**config.mk**
```make
export PLATFORM = sky130hd
export DESIGN_NAME = ghash_feeder_flat
export DESIGN_NICKNAME = d
export VERILOG_FILES = /design/src/rtl/ghash_pkg.sv /design/src/rtl/ghash_feeder_if.sv /design/src/rtl/ghash_pad.sv /design/src/rtl/ghash_feeder.sv /design/src/flat_wrapper.sv
export SDC_FILE = /design/constraint.sdc
export NUM_CORES = 1
export LEC_CHECK = 0
export BUFFER_PORTS_ARGS = -buffer_cell sky130_fd_sc_hd__buf_4
export CORE_AREA = 5 5 357 359
export DETAILED_ROUTE_END_ITERATION = 7
export DIE_AREA = 0 0 362 364
export PLACE_DENSITY = 0.5
export SKIP_CTS_REPAIR_TIMING = 1
export SLEW_MARGIN = 20
export SYNTH_ARGS = -nofsm -noshare
export SYNTH_HDL_FRONTEND = slang
export SYNTH_SLANG_ARGS = --single-unit
```
**constraint.sdc**
```tcl
create_clock -name iClk -period 4.8 [get_ports iClk]
set_clock_uncertainty 0.15 [all_clocks]
set_input_delay 0.96 -clock iClk [delete_from_list [all_inputs] [get_ports iClk]]
set_output_delay 0.96 -clock iClk [all_outputs]
set_load 0.1 [all_outputs]
```
**src/rtl/ghash_pkg.sv**
```systemverilog
// Shared definitions for the GHASH sequencer: FSM encoding, byte-pad mask and length-block builder.
// Pure declarations; no latency or flow control of its own.
package ghash_pkg;

  localparam int LEN_W_DEFAULT = 36;

  localparam logic [2:0] S_IDLE      = 3'd0;
  localparam logic [2:0] S_ACCEPT    = 3'd1;
  localparam logic [2:0] S_ISSUE     = 3'd2;
  localparam logic [2:0] S_WAIT      = 3'd3;
  localparam logic [2:0] S_LEN_ISSUE = 3'd4;
  localparam logic [2:0] S_LEN_WAIT  = 3'd5;
  localparam logic [2:0] S_DONE      = 3'd6;

  // Out-of-range byte counts (0 or >16) keep the whole block.
  function automatic logic [127:0] pad_mask(input logic [4:0] bytes);
    logic [127:0] m;
    int n;
    n = ((bytes == 5'd0) || (bytes > 5'd16)) ? 16 : int'(bytes);
    m = '0;
    for (int i = 0; i < 16; i++) begin
      m[127-8*i -: 8] = (i < n) ? 8'hff : 8'h00;
    end
    return m;
  endfunction

  function automatic logic [127:0] len_block(input logic [63:0] aadBytes, input logic [63:0] ctBytes);
    return {aadBytes << 3, ctBytes << 3};
  endfunction

endpackage

```
**src/rtl/ghash_feeder_if.sv**
```systemverilog
// Block-input handshake into the GHASH sequencer; a block moves when iData_valid & oData_ready.
// Wires only; the sequencer holds oData_ready low while a multiply is in flight.
interface ghash_feeder_if;
  logic [127:0] iData;
  logic [4:0]   iData_bytes;
  logic         iData_is_aad;
  logic         iData_valid;
  logic         oData_ready;

  modport master (output iData, output iData_bytes, output iData_is_aad, output iData_valid, input oData_ready);
  modport slave  (input iData, input iData_bytes, input iData_is_aad, input iData_valid, output oData_ready);
endinterface

```
**src/rtl/ghash_pad.sv**
```systemverilog
// Combinational zero-padding of a 128-bit block to its leading valid bytes, plus a byte-count range flag.
// Zero latency, no flow control.
module ghash_pad
  import ghash_pkg::*;
(
  input  logic [127:0] iData,
  input  logic [4:0]   iBytes,
  output logic [127:0] oData,
  output logic         oBad
);

  assign oData = iData & pad_mask(iBytes);
  assign oBad  = (iBytes == 5'd0) || (iBytes > 5'd16);

endmodule

```
**src/rtl/ghash_feeder.sv**
```systemverilog
// Sequences AAD/CT blocks and the length block through ghash_block; one block per multiply, arbitrary multiply latency.
// Ready only in ACCEPT (not while iStart); GHASH_TAG_CHECK_EN adds a registered masked tag compare.
module ghash_feeder
  import ghash_pkg::*;
#(
  parameter int LEN_W = LEN_W_DEFAULT
) (
  input  logic           iClk,
  input  logic           iRst,
  input  logic           iStart,
  ghash_feeder_if.slave  dataIf,
  input  logic           iFinish,
  input  logic [127:0]   iEkY0,
  output logic [127:0]   oGh_ctext,
  output logic           oGh_ctext_valid,
  output logic [127:0]   oGh_y,
  output logic           oGh_next,
  input  logic [127:0]   iGh_y,
  input  logic           iGh_y_valid,
  output logic [127:0]   oGhash,
  output logic [127:0]   oTag,
  output logic           oDone,
  output logic           oErr
`ifdef GHASH_TAG_CHECK_EN
  ,
  input  logic [127:0]   iTag_ref,
  input  logic [4:0]     iTag_len,
  output logic           oTag_match
`endif
);

  logic [2:0]       state;
  logic [127:0]     yReg;
  logic [127:0]     ctextReg;
  logic [127:0]     ghashReg;
  logic [127:0]     tagReg;
  logic [LEN_W-1:0] aadCnt;
  logic [LEN_W-1:0] ctCnt;
  logic             errReg;
  logic             finishLat;
  logic             seenCt;
  logic             partAad;
  logic             partCt;

  logic [127:0]     padData;
  logic             bytesBad;
  logic [4:0]       effBytes;
  logic             isAad;
  logic             handshake;
  logic [LEN_W-1:0] curCnt;
  logic [LEN_W:0]   cntSum;
  logic             cntOvf;
  logic [LEN_W-1:0] cntNext;
  logic             partialBlk;
  logic             blkErr;
  logic [127:0]     lenBlk;

  ghash_pad uPad (
    .iData  (dataIf.iData),
    .iBytes (dataIf.iData_bytes),
    .oData  (padData),
    .oBad   (bytesBad)
  );

  assign isAad      = dataIf.iData_is_aad;
  assign effBytes   = bytesBad ? 5'd16 : dataIf.iData_bytes;
  assign handshake  = dataIf.iData_valid && dataIf.oData_ready;
  assign curCnt     = isAad ? aadCnt : ctCnt;
  assign cntSum     = {1'b0, curCnt} + {{(LEN_W-4){1'b0}}, effBytes};
  assign cntOvf     = cntSum[LEN_W];
  assign cntNext    = cntOvf ? {LEN_W{1'b1}} : cntSum[LEN_W-1:0];
  assign partialBlk = !bytesBad && (dataIf.iData_bytes != 5'd16);
  // A partial block closes its segment; AAD may not follow ciphertext.
  assign blkErr     = bytesBad || cntOvf || (isAad && seenCt) || (isAad ? partAad : partCt);
  assign lenBlk     = len_block(64'(aadCnt), 64'(ctCnt));

  assign dataIf.oData_ready = (state == S_ACCEPT) && !iStart;
  assign oGh_next        = (state == S_ISSUE) || (state == S_LEN_ISSUE);
  assign oGh_ctext_valid = (state == S_ISSUE) || (state == S_WAIT) ||
                           (state == S_LEN_ISSUE) || (state == S_LEN_WAIT);
  assign oGh_ctext = ctextReg;
  assign oGh_y     = yReg;
  assign oGhash    = ghashReg;
  assign oTag      = tagReg;
  assign oDone     = (state == S_DONE);
  assign oErr      = errReg;

  always_ff @(posedge iClk) begin
    if (iRst) begin
      state     <= S_IDLE;
      yReg      <= '0;
      ctextReg  <= '0;
      ghashReg  <= '0;
      tagReg    <= '0;
      aadCnt    <= '0;
      ctCnt     <= '0;
      errReg    <= 1'b0;
      finishLat <= 1'b0;
      seenCt    <= 1'b0;
      partAad   <= 1'b0;
      partCt    <= 1'b0;
    end else if (iStart) begin
      // Abort path: any result still in flight is dropped because WAIT is left.
      state     <= S_ACCEPT;
      yReg      <= '0;
      ctextReg  <= '0;
      aadCnt    <= '0;
      ctCnt     <= '0;
      errReg    <= 1'b0;
      finishLat <= 1'b0;
      seenCt    <= 1'b0;
      partAad   <= 1'b0;
      partCt    <= 1'b0;
    end else begin
      case (state)
        S_ACCEPT: begin
          if (handshake) begin
            ctextReg  <= padData;
            finishLat <= iFinish;
            errReg    <= errReg || blkErr;
            state     <= S_ISSUE;
            if (isAad) begin
              aadCnt  <= cntNext;
              partAad <= partialBlk;
            end else begin
              ctCnt   <= cntNext;
              partCt  <= partialBlk;
              seenCt  <= 1'b1;
            end
          end else if (iFinish) begin
            ctextReg <= lenBlk;
            state    <= S_LEN_ISSUE;
          end
        end
        S_ISSUE: begin
          if (iFinish) finishLat <= 1'b1;
          state <= S_WAIT;
        end
        S_WAIT: begin
          if (iFinish) finishLat <= 1'b1;
          if (iGh_y_valid) begin
            yReg <= iGh_y;
            if (finishLat || iFinish) begin
              ctextReg <= lenBlk;
              state    <= S_LEN_ISSUE;
            end else begin
              state <= S_ACCEPT;
            end
          end
        end
        S_LEN_ISSUE: state <= S_LEN_WAIT;
        S_LEN_WAIT: begin
          if (iGh_y_valid) begin
            yReg     <= iGh_y;
            ghashReg <= iGh_y;
            tagReg   <= iGh_y ^ iEkY0;
            state    <= S_DONE;
          end
        end
        S_IDLE, S_DONE: ;
        default: state <= S_IDLE;
      endcase
    end
  end

`ifdef GHASH_TAG_CHECK_EN
  logic [127:0] tagDiffPad;
  logic         tagLenBad;

  // Bytes beyond iTag_len are masked out of the difference, so a zero result means a match.
  ghash_pad uTagPad (
    .iData  ((iGh_y ^ iEkY0) ^ iTag_ref),
    .iBytes (iTag_len),
    .oData  (tagDiffPad),
    .oBad   (tagLenBad)
  );

  always_ff @(posedge iClk) begin
    if (iRst || iStart) begin
      oTag_match <= 1'b0;
    end else if ((state == S_LEN_WAIT) && iGh_y_valid) begin
      oTag_match <= !tagLenBad && (tagDiffPad == '0);
    end
  end
`endif

endmodule

```
**src/flat_wrapper.sv**
```systemverilog
// flat-port wrapper written by rule: the top's interface ports become plain ports
module ghash_feeder_flat import ghash_pkg::*;
#(
  parameter int LEN_W = LEN_W_DEFAULT
)
  (iClk, iRst, iStart, iFinish, iEkY0, oGh_ctext, oGh_ctext_valid, oGh_y, oGh_next, iGh_y, iGh_y_valid, oGhash, oTag, oDone, oErr, dataIf_iData, dataIf_iData_bytes, dataIf_iData_is_aad, dataIf_iData_valid, dataIf_oData_ready);
  ghash_feeder_if dataIf_i ();
  input  logic iClk;
  input  logic iRst;
  input  logic iStart;
  input  logic iFinish;
  input  logic [127:0] iEkY0;
  output logic [127:0] oGh_ctext;
  output logic oGh_ctext_valid;
  output logic [127:0] oGh_y;
  output logic oGh_next;
  input  logic [127:0] iGh_y;
  input  logic iGh_y_valid;
  output logic [127:0] oGhash;
  output logic [127:0] oTag;
  output logic oDone;
  output logic oErr;
  input wire logic [$bits(dataIf_i.iData)-1:0] dataIf_iData;
  input wire logic [$bits(dataIf_i.iData_bytes)-1:0] dataIf_iData_bytes;
  input wire logic [$bits(dataIf_i.iData_is_aad)-1:0] dataIf_iData_is_aad;
  input wire logic [$bits(dataIf_i.iData_valid)-1:0] dataIf_iData_valid;
  output wire logic [$bits(dataIf_i.oData_ready)-1:0] dataIf_oData_ready;
  assign dataIf_i.iData = dataIf_iData;
  assign dataIf_i.iData_bytes = dataIf_iData_bytes;
  assign dataIf_i.iData_is_aad = dataIf_iData_is_aad;
  assign dataIf_i.iData_valid = dataIf_iData_valid;
  assign dataIf_oData_ready = dataIf_i.oData_ready;
  ghash_feeder #(.LEN_W(LEN_W)) u_core (.iClk(iClk), .iRst(iRst), .iStart(iStart), .dataIf(dataIf_i), .iFinish(iFinish), .iEkY0(iEkY0), .oGh_ctext(oGh_ctext), .oGh_ctext_valid(oGh_ctext_valid), .oGh_y(oGh_y), .oGh_next(oGh_next), .iGh_y(iGh_y), .iGh_y_valid(iGh_y_valid), .oGhash(oGhash), .oTag(oTag), .oDone(oDone), .oErr(oErr));
endmodule
```
==> run summary <==
The flow ran to the end, and the final reports show no timing, DRC or antenna violations. Ranked by total cell area, the synthesized netlist is headed by sky130_fd_sc_hd__dfxtp_1 (50%), sky130_fd_sc_hd__nand2_1 (8.9%), sky130_fd_sc_hd__a21oi_1 (7.2%). The via count of the first global-routing pass came out at 23000. The HPWL after detailed placement is 90800 um. CTS built an H-tree with a depth of 3. The share of the Yosys chip area taken by registers is 0.503. The maximum resistive drop on vdd came out at 240 uV.

The number of flops mapped to enable cells by yosys is 0. The number of violations reported at the end of detailed-routing iteration 0 is 1794. The flip-flop and latch count after synthesis came out at 592. Summing over every cut layer, the via total after detailed routing is 24100. The power per standard cell area came out at 343 mW/mm^2. The vertical extent of the die came out at 364 um. The start-to-end type of the worst setup path is in2reg. The aggregate global-route resource usage is 0.170. Each instance of the synthesized netlist takes up on average 8.45 sq um. The data arrival time at the worst-slack endpoint is 4.56 ns.

Setup repair after global routing left no endpoint under its margin. For the final routed database, the setup TNS stands at 0 ns. For this run the aggregate overflow at the end of global routing stands at 0. The area inside the core boundary is 0.123 sq mm. TritonCTS built the clock tree. The cell area after placement is 0.0324 sq mm. The number of hold violations in the final report is 0. The area share of the largest cell type after synthesis came out at 0.503. The tightest min-delay check is of the reg2reg type. Summing every instance area after synthesis gives 0.0236 sq mm. The sink count of the clock tree came out at 592. In the finished design, the share of the clock period the worst path needs comes to 0.866. The number of antenna violations at the first check in global routing came out at 12.

The end-of-flow core utilization came out at 0.283. The final cell count without fillers came out at 5343. The static leakage came out at 13.5 nW.

Including well taps, the total number of placed cells is 5201. For this run, the leading register cell type out of synthesis is sky130_fd_sc_hd__dfxtp_1. The number of iterations in the first detailed-routing pass came out at 5. Setup violations remaining at the end of the flow were counted as 0.

sky130_fd_sc_hd__dfxtp_1 takes more of the synthesized area than any other cell. The time the final worst path needs with I/O delays and setup is 4.16 ns. The most common cell in the synthesized netlist is sky130_fd_sc_hd__dfxtp_1. The area of all placed cells without fillers came out at 0.0350 sq mm. STA classifies the critical path startpoint as an input port. The floorplan has 129 rows. Counting the buffers created by CTS gives 75. Clock-pin slew was measured on the worst setup and hold paths at 0.05 ns. The nature of the critical path endpoint is a flip-flop. The post-synthesis cell count is 2788.

The number of top-level pins is 913. The clock reaches the later pin of the worst-skew pair after 0.64 ns. The normalized max-slew margin came out at 0.353. The synthesized netlist contains 72 unique library cells. The die width came out at 362 um.

The maximum clock insertion buffer count came out at 3. The largest net degree at the start of global routing is 150. By count the netlist is led by sky130_fd_sc_hd__dfxtp_1 (592), sky130_fd_sc_hd__nand2_1 (561), sky130_fd_sc_hd__a21oi_1 (339). The number of DRC violations after detailed routing came out at 0.

The Yosys step of the flow raised 0 warnings. The net count of the finished layout is 4046. The number of slew-limit violations in the final report was 0. When the netlist entered floorplanning its net count stood at 3193.

The slew at the pin with the worst max-slew slack is 0.971 ns. The die area came out at 0.132 sq mm. The largest driver fanout on the critical path came out at 10. The first global-routing pass estimated 168000 um of wire.

The post-detailed-route wirelength per cell is 22.3 um. The fraction of final layout cells sized beyond drive strength 1 came out at 0.310. The number of buffers added on ports came out at 912. The cell at the root of the clock tree is sky130_fd_sc_hd__clkbuf_16. The final wirelength is 119000 um.

Once detail routing completed, the nets flagged for antenna violations numbered 0. The initial utilization of the core area, before any placement, comes to 0.191. The required time of the critical path came out at 5.20 ns. The fmax is 241 MHz.

The last weighted congestion value of the routability-driven placer is 0.869. Of all flip-flops after synthesis, the portion carrying an async set or reset was 0. The number of max-capacitance violations reported is 0. Relative to the synthesized area, the layout overhead comes to 48.3%. The via density per instance came out at 4.50.
## logic make-up (layout without fill, tap and decap cells)
group,after synthesis,after routing,share of synthesized area
other cells,0,3,0
mux,21,21,0.00945
compound gates,728,728,0.199
simple gates,1075,1075,0.194
xor+xnor,136,136,0.0505
buf+inv,227,1142,0.0383
fa+ha+maj,9,9,0.00510
flops,592,592,0.503
## cells in the final DEF (no fill, tap or decap), types with 8 or more instances in the layout
| master | count |
|---|---|
| sky130_fd_sc_hd__buf_12 | 13 |
| sky130_fd_sc_hd__o21a_1 | 10 |
| sky130_fd_sc_hd__a311oi_1 | 31 |
| sky130_fd_sc_hd__clkbuf_16 | 75 |
| sky130_fd_sc_hd__o21ai_0 | 45 |
| sky130_fd_sc_hd__clkbuf_1 | 21 |
| sky130_fd_sc_hd__mux2i_1 | 11 |
| sky130_fd_sc_hd__xnor2_1 | 131 |
| sky130_fd_sc_hd__inv_1 | 14 |
| sky130_fd_sc_hd__nor2_1 | 299 |
| sky130_fd_sc_hd__clkinv_2 | 12 |
| sky130_fd_sc_hd__nand3_1 | 31 |
| sky130_fd_sc_hd__and3_1 | 19 |
| sky130_fd_sc_hd__mux2_2 | 10 |
| sky130_fd_sc_hd__nand2_1 | 559 |
| sky130_fd_sc_hd__ha_1 | 8 |
| sky130_fd_sc_hd__a21oi_1 | 339 |
| sky130_fd_sc_hd__nand4_1 | 11 |
| sky130_fd_sc_hd__nor3_1 | 97 |
| sky130_fd_sc_hd__a22oi_1 | 60 |
| sky130_fd_sc_hd__a211oi_1 | 135 |
| sky130_fd_sc_hd__nand3b_1 | 8 |
| sky130_fd_sc_hd__buf_4 | 974 |
| sky130_fd_sc_hd__dfxtp_1 | 592 |
| sky130_fd_sc_hd__a221oi_1 | 65 |
| sky130_fd_sc_hd__clkbuf_8 | 15 |
## final timing paths
path	start	endpoint	slack (ns)	cells past startpoint
max	dataIf_iData_bytes[0]	u_core.aadCnt[30]	0.64	15
min	u_core.oGhash[27]	u_core.oGhash[27]	0.30	2
max reg2reg	u_core.aadCnt[0]	u_core.aadCnt[30]	1.64	12
min reg2reg	u_core.oGhash[27]	u_core.oGhash[27]	0.30	2
## report_power, final
group / leakage, nW / internal, W / switching (W) / total (W)
clock: 1.24 / 0.00339 / 0.00242 / 0.00581
sequential: 4.77 / 0.00496 / 0.0000293 / 0.00498
combinational: 7.52 / 0.000431 / 0.000774 / 0.00120
## area by class of cell
cell class	instances	area (sq um)
Sequential cell	592	11900
Inverter	15	56.3
Fill cell	13400	88500
Antenna cell	3	7.51
Timing Repair Buffer	988	7590
Tap cell	1637	2050
Multi-Input combinational cell	1969	10900
Clock inverter	28	378
Clock buffer	111	2160
## critical path, cell delays in order
cell,delay [ns]
sky130_fd_sc_hd__buf_4,0.13
sky130_fd_sc_hd__or4_1,0.52
sky130_fd_sc_hd__ha_1,0.35
sky130_fd_sc_hd__nor2b_1,0.21
sky130_fd_sc_hd__ha_1,0.23
sky130_fd_sc_hd__inv_1,0.07
sky130_fd_sc_hd__fa_1,0.41
sky130_fd_sc_hd__nor2b_1,0.16
sky130_fd_sc_hd__o31a_1,0.32
sky130_fd_sc_hd__buf_4,0.21
sky130_fd_sc_hd__o2111a_2,0.27
sky130_fd_sc_hd__a21oi_1,0.12
sky130_fd_sc_hd__buf_4,0.21
sky130_fd_sc_hd__and3_1,0.19
sky130_fd_sc_hd__nor3_1,0.19
## per-stage QoR
stage	total power, W	setup slack, ns	hold slack, ns
2_1_floorplan	0.00573	0.234	0.286
3_3_place_gp	0.00631	0.0953	0.292
3_5_place_dp	0.00631	0.0823	0.297
4_1_cts	0.0122	0.767	0.305
5_1_grt	0.0125	0.482	0.315
6_report	0.0120	0.643	0.303
## flip-flops by register name, indices dropped and copies added, names as in the netlist
signal,count
u_core.partCt,1
u_core.state,3
u_core.oGh_y,128
u_core.seenCt,1
u_core.partAad,1
u_core.oGhash,128
u_core.finishLat,1
u_core.aadCnt,36
u_core.oGh_ctext,128
u_core.ctCnt,36
u_core.oErr,1
u_core.oTag,128
## per-layer routing
layer | vias up | part of all wire | track usage
li1 | 11400 | - | -
met1 | 11500 | 0.42 | 0.216
met2 | 923 | 0.47 | 0.281
met3 | 147 | 0.084 | 0.0505
met4 | 6 | 0.024 | 0.0468
met5 | - | 0.00034 | 0
No activity file was read; power rests on OpenSTA's default activity.
